==> config.mk <==
export PLATFORM = sky130hd
export DESIGN_NAME = button_reader
export DESIGN_NICKNAME = d
export VERILOG_FILES = /design/src/rtl/button_reader.sv
export SDC_FILE = /design/constraint.sdc
export NUM_CORES = 1
export LEC_CHECK = 0
export CAP_MARGIN = 20
export CORE_AREA = 2 2 161 163
export CTS_CLUSTER_DIAMETER = 80
export DETAILED_ROUTE_END_ITERATION = 8
export DIE_AREA = 0 0 163 165
export PLACE_DENSITY_LB_ADDON = 0.05
export SLEW_MARGIN = 20
export SYNTH_ARGS = -nofsm -noshare
export SYNTH_HDL_FRONTEND = slang
export SYNTH_SLANG_ARGS = --single-unit
==> constraint.sdc <==
create_clock -name clk -period 14.7 [get_ports clk]
set_input_delay 2.205 -clock clk [delete_from_list [all_inputs] [get_ports clk]]
set_output_delay 2.205 -clock clk [all_outputs]
set_load 0.03 [all_outputs]
==> src/rtl/button_reader.sv <==
// button_reader: four independent debounced push-buttons with press,
// release and long-press strobes plus a shared running press counter.
// Each raw input is synchronized, then qualified by a per-button FSM that
// only accepts a level change after it has been stable for DEBOUNCE_CYCLES.
module button_reader #(
    parameter int DEBOUNCE_CYCLES = 500_000,
    parameter int LONG_CYCLES     = 50_000_000
) (
    input  logic       clk,
    input  logic       rst,
    input  logic [3:0] btn_raw,
    output logic [3:0] btn_level,
    output logic [3:0] press_pulse,
    output logic [3:0] release_pulse,
    output logic [3:0] long_pulse,
    output logic [7:0] press_count
);

    // Hold counter saturates at LONG_CYCLES itself, so it needs room for that value.
    localparam int DB_W   = $clog2(DEBOUNCE_CYCLES);
    localparam int HOLD_W = $clog2(LONG_CYCLES + 1);

    localparam logic [DB_W-1:0]   DB_LAST   = DB_W'(DEBOUNCE_CYCLES - 1);
    localparam logic [DB_W-1:0]   DB_ONE    = DB_W'(1);
    localparam logic [HOLD_W-1:0] HOLD_LAST = HOLD_W'(LONG_CYCLES - 1);
    localparam logic [HOLD_W-1:0] HOLD_MAX  = HOLD_W'(LONG_CYCLES);
    localparam logic [HOLD_W-1:0] HOLD_ONE  = HOLD_W'(1);

    typedef enum logic [1:0] {
        IDLE,
        PRESS_WAIT,
        HELD,
        RELEASE_WAIT
    } state_t;

    logic [3:0]        sync_meta;
    logic [3:0]        sync;

    state_t            state_q    [4];
    state_t            state_d    [4];
    logic [DB_W-1:0]   db_cnt_q   [4];
    logic [DB_W-1:0]   db_cnt_d   [4];
    logic [HOLD_W-1:0] hold_cnt_q [4];
    logic [HOLD_W-1:0] hold_cnt_d [4];
    logic [3:0]        long_fired_q;
    logic [3:0]        long_fired_d;

    logic [3:0]        level_d;
    logic [3:0]        press_d;
    logic [3:0]        release_d;
    logic [3:0]        long_d;
    logic [2:0]        press_inc;

    // Two-flop synchronizer; only the second stage is used downstream.
    always_ff @(posedge clk or posedge rst) begin
        // NOTE: non-blocking assignments make both stages sample the old values on the same edge.
        if (rst) begin
            sync_meta <= '0;
            sync      <= '0;
        end else begin
            sync_meta <= btn_raw;
            sync      <= sync_meta;
        end
    end

    // Per-button next-state, counter and strobe logic.
    always_comb begin
        // NOTE: every variable gets a default first so no path leaves a latch behind.
        level_d      = btn_level;
        press_d      = '0;
        release_d    = '0;
        long_d       = '0;
        long_fired_d = long_fired_q;
        for (int b = 0; b < 4; b++) begin
            state_d[b]    = state_q[b];
            db_cnt_d[b]   = db_cnt_q[b];
            hold_cnt_d[b] = hold_cnt_q[b];

            // The hold timer runs while pressed, including a pending release.
            if (state_q[b] == HELD || state_q[b] == RELEASE_WAIT) begin
                if (hold_cnt_q[b] != HOLD_MAX)
                    hold_cnt_d[b] = hold_cnt_q[b] + HOLD_ONE;
                if (hold_cnt_q[b] == HOLD_LAST && !long_fired_q[b]) begin
                    long_d[b]       = 1'b1;
                    long_fired_d[b] = 1'b1;
                end
            end

            case (state_q[b])
                IDLE: begin
                    if (sync[b]) begin
                        state_d[b]  = PRESS_WAIT;
                        db_cnt_d[b] = '0;
                    end
                end
                PRESS_WAIT: begin
                    if (!sync[b]) begin
                        state_d[b] = IDLE;
                    end else if (db_cnt_q[b] == DB_LAST) begin
                        state_d[b]      = HELD;
                        press_d[b]      = 1'b1;
                        level_d[b]      = 1'b1;
                        hold_cnt_d[b]   = '0;
                        long_fired_d[b] = 1'b0;
                    end else begin
                        db_cnt_d[b] = db_cnt_q[b] + DB_ONE;
                    end
                end
                HELD: begin
                    if (!sync[b]) begin
                        state_d[b]  = RELEASE_WAIT;
                        db_cnt_d[b] = '0;
                    end
                end
                RELEASE_WAIT: begin
                    if (sync[b]) begin
                        state_d[b] = HELD;
                    end else if (db_cnt_q[b] == DB_LAST) begin
                        state_d[b]   = IDLE;
                        release_d[b] = 1'b1;
                        level_d[b]   = 1'b0;
                    end else begin
                        db_cnt_d[b] = db_cnt_q[b] + DB_ONE;
                    end
                end
                default: state_d[b] = IDLE;
            endcase
        end
        press_inc = 3'(press_d[0]) + 3'(press_d[1]) + 3'(press_d[2]) + 3'(press_d[3]);
    end

    // State, counters and registered outputs.
    always_ff @(posedge clk or posedge rst) begin
        if (rst) begin
            for (int b = 0; b < 4; b++) begin
                state_q[b]    <= IDLE;
                db_cnt_q[b]   <= '0;
                hold_cnt_q[b] <= '0;
            end
            long_fired_q  <= '0;
            btn_level     <= '0;
            press_pulse   <= '0;
            release_pulse <= '0;
            long_pulse    <= '0;
            press_count   <= '0;
        end else begin
            for (int b = 0; b < 4; b++) begin
                state_q[b]    <= state_d[b];
                db_cnt_q[b]   <= db_cnt_d[b];
                hold_cnt_q[b] <= hold_cnt_d[b];
            end
            long_fired_q  <= long_fired_d;
            btn_level     <= level_d;
            press_pulse   <= press_d;
            release_pulse <= release_d;
            long_pulse    <= long_d;
            press_count   <= press_count + {5'd0, press_inc};
        end
    end

endmodule

==> results of run 1 <==
## placed cells by master, fill, tap and decap left out, drive strengths merged, types with 11 or more instances in the layout
cell type and n:
clkbuf 42, o21ai 38, nand2 91, nand3 69
or3 13, nor2 180, xnor2 89, nor4 26
a21oi 31, nor3 48, clkdlybuf4s50 29, and3 26
and4 18, xor2 50, inv 41, nand4 46
ha 13, nor4b 11, dfrtp 224
## layout make-up
class	count	area [µm²]	share of cell area, %
sequential	224	5610	43.7
clock inverter	3	15.0	0.117
multi-input combinational	881	5460	42.6
timing repair buffer	38	382	2.98
inverter	41	161	1.26
clock buffer	42	782	6.10
tap	330	413	3.22
## worst max-delay path, stage by stage
cell and delay [ns]:
clkdlybuf4s50_1 0.49, inv_8 0.38, buf_6 0.64, buf_4 0.50, buf_16 0.30
## Yosys cell counts (all sizes together), types with 13 or more instances
cell    number  share of area (%)
nand4       46                2.5
nor4        26                1.7
dfrtp      224                 49
nand2       91                3.0
o21ai       38                1.7
and3        26                1.4
inv         41                1.4
clkbuf      28               0.96
or3         13               0.71
nor3        48                2.2
xor2        50                3.8
xnor2       89                6.9
ha          13                1.4
nor2       180                5.9
nand3       69                3.0
and4        18                1.4
a21oi       31                1.4
## sequential cells by signal (all words and copies together) (netlist names), named ones only
| name | cells |
|---|---|
| state_q | 4 |
| release_pulse | 4 |
| btn_level | 4 |
| press_pulse | 4 |
| press_count | 8 |
| long_fired_q | 4 |
| sync | 4 |
| long_pulse | 4 |
| hold_cnt_q | 104 |
| sync_meta | 4 |
| db_cnt_q | 76 |
## layer usage
metal  vias to the layer above  share of wire [%]  global-route usage [%]
li1                       4204                  -                       -
met1                      4041                 51                    26.2
met2                        72                 44                    27.9
met3                        36                2.5                    2.49
met4                         0                2.1                    4.67
met5                         -                  0                       0
## how the worst min path moves through the flow
stage / startpoint / end / depth (start not counted)
final: sync_meta[3] / sync[3] / 0
after global routing: sync_meta[1] / sync[1] / 0
after CTS: sync_meta[3] / sync[3] / 0
after detailed placement: sync_meta[3] / sync[3] / 0
after global placement: sync_meta[1] / sync[1] / 0
after floorplan: sync_meta[0] / sync[0] / 0
## per-stage QoR
step           util, %  worst slack [ns]  cells
2_1_floorplan        -              6.36   1185
5_1_grt           51.2             10.45   1559
6_report          51.2             10.77   1559
3_5_place_dp      47.9              9.48   1513
3_3_place_gp      47.9              9.51   1513
4_1_cts           51.1             10.06   1558
## cell families (layout without fill, tap and decap cells)
kind of cell	count (synthesis)	in the layout	synth area share (%)
AOI/OAI and AO/OA	118	118	6.54
xor gates and xnor gates	139	139	10.7
adders and majority gates	16	16	1.96
buffers and inverters	80	124	2.87
DFF	224	224	49.3
muxes	16	16	1.47
and+or+nand+nor	592	592	27.2
## power groups by stage
stage / Clock (mW) / Sequential [mW] / Combinational [mW]
floorplan: 0 / 0.640 / 0.0264
global placement: 0 / 0.643 / 0.0345
detailed placement: 0 / 0.643 / 0.0348
CTS: 0.627 / 0.632 / 0.0349
global route: 0.654 / 0.634 / 0.0405
finish: 0.607 / 0.633 / 0.0343
==> qor.txt, run 1 <==
status: finished clean
clock slew at reported path FFs: 0.06 ns
R2R setup slack: 10.82 ns
clk sinks: 224
CP Launch Type: input pin
die width: 163 µm
cell area after synthesis: 11400 µm²
Worst Tran Pin Value: 1.01 ns
fin. max-slew vios: 0
Reg2Reg Depth: 11
WL per Instance: 14.7 µm
vias in the first global route: 8077
CTS Buffer Depth: 3
Starting Density: 45.4%
P_leak: 5.43 nW
Clock Power Share: 47.6%
hpwl dp: 15000 µm
WHS: 0.346 ns
Hold Fails Final Rpt: 0
GRT Overall Usage: 17.9%
fin area: 12800 µm²
YS warnings: 0
cts hold-fix bufs: 0
Seq/Total Area, Yosys: 49.3%
TritonCTS clock tree: yes
Critical path destination: db_cnt_q[62]
layout cells sized above 1: 5.70%
Via density: 5.36
Cell Area, Placed: 12000 µm²
Layout area overhead: 12.6%
Synth Register Bits: 224
DR iter-0 viols: 412
CP Class: in -> async
period utilization: 26.7%
Die ar.: 26900 µm²
arrival time worst endpoint: 4.63 ns
CP endpoint kind: async pin
H-Tree Depth: 1
# resized after CTS: 0
maxcap violations: 0
worst setup path start: rst
Core Region: 25000 µm²
DRC: 0
DR pass1 iterations: 4
total routed wirelength: 23000 µm
clock skew: 0.0158 ns
first-pass GRT wire length: 40300 µm
NetSw: 0.281 mW
endpoints failing setup: 0
minimum clock period after layout: 3.93 ns
Mapped Cells: 1185
PwrDens: 99.4 nW/µm²
Crit Reg-Reg Endpoint: press_count[4]
pin count of the biggest net entering global routing: 79
Slew Limit Headroom: 32.4%
asr flop ratio synth: 100%
fillers: 2358
Post-synth EDFFs: 0
initial antenna violation count: 0
crit-path max FO: 77
hold crit path type: reg -> reg
count of antenna diodes in the layout: 0
Worst Path Required: 15.40 ns
internal power: 0.993 mW
FP Rows: 58
IO Count: 30
Die Height: 165 µm
PortBufs: 29
RSZ-0062 raised after global routing: false
setup TNS: 0 ns
gpl congestion: 0.751
detailed-route via count: 8353
gr ovfl total: 0
root buffer cell: clkbuf_16
top_reg_cell synth: dfrtp_1
post-CTS setup buffer count: 0
Fmax: 0.255 GHz
syn_area_per_cell: 9.60 µm²
Comb power frac: 2.7%
Reg-to-Reg Start: db_cnt_q[62]
Antenna Nets Post-Route: 0
switching share of power: 22.0%
library cells used by synthesis: 65
cts bufs inserted: 26
worst skew pair latency: 0.53 ns
Net Count, Synth: 1207
Final Power: 1.27 mW
worst vdd ir: 0.0000870 V
sequential share of power: 49.7%
# nets final: 1234
(Power assumes the default switching activity.)
==> inputs of run 2 (changes only) <==
==> constraint.sdc (replaced) <==
create_clock -name clk -period 3.2 [get_ports clk]
set_input_delay 0.48 -clock clk [delete_from_list [all_inputs] [get_ports clk]]
set_output_delay 0.48 -clock clk [all_outputs]
set_load 0.03 [all_outputs]
==> qor.txt, run 2 (synthesized netlist as in run 1, its figures left out) <==
initial antenna violation count: 0 (unchanged)
TritonCTS clock tree: yes
PwrDens: 468 nW/µm² (+370%)
layout cells sized above 1: 10.8% (+5.1 points)
setup ws final: -0.149 ns (-10.92 ns)
hold crit path type: reg -> reg
CTS Buffer Depth: 3 (unchanged)
Comb power frac: 2.7% (about the same)
switching share of power: 21.4% (-0.62 points)
GRT Overall Usage: 18.3% (+0.45 points)
minimum clock period after layout: 3.35 ns
CP Launch Type: register
fin area: 13400 µm² (+4.7%)
total routed wirelength: 23700 µm (+3.0%)
gr ovfl total: 0 (unchanged)
CP endpoint kind: register
Largest Register: hold_cnt_q
H-Tree Depth: 1 (unchanged)
internal power: 4.94 mW (+400%)
pin count of the biggest net entering global routing: 71 (-10%)
Clock Power Share: 51.1% (+3.5 points)
clock slew at reported path FFs: 0.06 ns (about the same)
hpwl dp: 15800 µm (+5.3%)
vias in the first global route: 8354 (+3.4%)
number of flip-flops in the largest register: 104 (unchanged)
# nets final: 1290 (+4.5%)
DR pass1 iterations: 4 (unchanged)
Cell Area, Placed: 12300 µm² (+3.0%)
period utilization: 105%
count of antenna diodes in the layout: 0 (unchanged)
gpl congestion: 0.783 (+4.3%)
CP Class: reg -> reg
clock skew: 0.0122 ns (-0.00356 ns)
status: complete, but fails checks
NetSw: 1.35 mW (+380%)
Via density: 5.30 (-1.0%)
most frequent cells in the layout: 224 x dfrtp_1, 179 x nor2_1, 91 x nand2_1
arrival time worst endpoint: 3.76 ns (-0.87 ns)
die width: 163 µm (unchanged)
root buffer cell: clkbuf_16
cts bufs inserted: 28 (+7.7%)
WL per Instance: 14.6 µm (-0.86%)
Die Height: 165 µm (unchanged)
IO Count: 30 (unchanged)
Layout area overhead: 17.9%
P_leak: 5.79 nW (+6.5%)
sequential share of power: 46.2% (-3.5 points)
DR iter-0 viols: 463 (+12%)
DRC: 0 (unchanged)
FP Rows: 58 (unchanged)
placed cells: 1554 (+2.7%)
Fmax: 0.299 GHz
Worst Path Required: 3.61 ns (-11.79 ns)
R2R setup slack: -0.15 ns (-10.97 ns)
setup TNS: -0.344 ns (-0.344 ns)
RSZ-0062 raised after global routing: true
PortBufs: 29 (unchanged)
Slew Limit Headroom: 33.9% (+1.5 points)
Hold Fails Final Rpt: 0 (unchanged)
Largest regs: hold_cnt_q: 104 flops, db_cnt_q: 76 flops, press_count: 8 flops
Core Region: 25000 µm² (unchanged)
endpoints failing setup: 3 (+3)
clk sinks: 224 (unchanged)
first-pass GRT wire length: 41100 µm (+2.0%)
Antenna Nets Post-Route: 0 (unchanged)
WHS: 0.349 ns (+0.00267 ns)
post-route insts no fill: 1619 (+3.8%)
Starting Density: 45.4% (unchanged)
commonest non-fill, non-tap cell in the layout: dfrtp_1
worst skew pair latency: 0.53 ns (about the same)
Die ar.: 26900 µm² (unchanged)
failing checks: setup timing
Worst Tran Pin Value: 0.985 ns (-0.0213 ns)
crit-path max FO: 2 (-97%)
maxcap violations: 0 (unchanged)
worst vdd ir: 0.000539 V (+520%)
fin. max-slew vios: 0 (unchanged)
detailed-route via count: 8586 (+2.8%)
[run 2: cell count changes in the layout (fill, tap and decap cells not counted), sizes merged]
cell      previous run  this run
clkinvlp             0         3
buf                  9        63
clkbuf              42        38
bufinv               0         4
clkinv               3         6
[run 2: critical path: stages, from the launching register on]
cell and delay [ns]:
dfrtp_1 0.37, or4_4 0.54, or2_4 0.26, nor4_4 0.16, nand2_1 0.13, or2_4 0.26
fa_1 0.45, fa_2 0.37, fa_2 0.36, nor2b_2 0.13, nand2_1 0.07, xnor2_1 0.13
[run 2: routing by layer]
metal / share of wire (%) / GRT usage, % / wire length, µm / vias to the layer above
met5: 0 / 0 / 0 / -
met4: 2.4 / 4.55 / 567 / 0
met3: 3.0 / 2.64 / 701 / 31
met2: 45 / 29.5 / 10500 / 90
met1: 50 / 26.1 / 11900 / 4131
li1: - / - / - / 4334
[run 2: path summary, 6_finish.rpt]
check | start | end | depth (start not counted)
max | db_cnt_q[62] | press_count[4] | 11
min | sync_meta[1] | sync[1] | 0
max reg2reg | db_cnt_q[62] | press_count[4] | 11
min reg2reg | sync_meta[1] | sync[1] | 0
max in group asynchronous | rst | db_cnt_q[62] | 3
min in group asynchronous | rst | db_cnt_q[41] | 2
[run 2: what timing repair did]
item                       4_1_cts  5_1_grt
hold buffers                     0        0
setup endpoints to repair        3        7
setup buffers                   14        2
resized for setup                2        1
cloned                           0        0
pin swaps                        0        4
[run 2: power groups by stage]
stage	clock, mW	sequential [mW]	combinational, mW
detailed placement	0	2.95	0.176
floorplan	0	2.94	0.122
global route	3.43	2.91	0.199
global placement	0	2.95	0.175
CTS	3.32	2.90	0.176
finish	3.21	2.90	0.168
[run 2: final cells by class]
cell class | count | area, µm²
Fill cell | 2259 | 11600
Sequential cell | 224 | 5610
Multi-Input combinational cell | 881 | 5490
Timing Repair Buffer | 92 | 801
Clock buffer | 38 | 779
Tap cell | 330 | 413
Clock inverter | 13 | 174
Inverter | 41 | 158
[run 2: stage by stage]
stage	utilization (%)	setup WS, ns	total power, mW
3_5_place_dp	49.3	-0.152	3.13
4_1_cts	53.6	-0.128	6.40
2_1_floorplan	-	-0.204	3.06
5_1_grt	53.6	-0.283	6.54
3_3_place_gp	49.3	-0.104	3.13
6_report	53.6	-0.149	6.28
==> inputs of run 3 (changes only) <==
--- a/config.mk
+++ b/config.mk
@@ -7,7 +7,7 @@
 export LEC_CHECK = 0
 export CAP_MARGIN = 20
 export CORE_AREA = 2 2 161 163
-export CTS_CLUSTER_DIAMETER = 80
+export CTS_CLUSTER_DIAMETER = 150
 export DETAILED_ROUTE_END_ITERATION = 8
 export DIE_AREA = 0 0 163 165
 export PLACE_DENSITY_LB_ADDON = 0.05
==> results of run 3 <==
No change in the layout: final DEF, timing and power equal those of run 2.
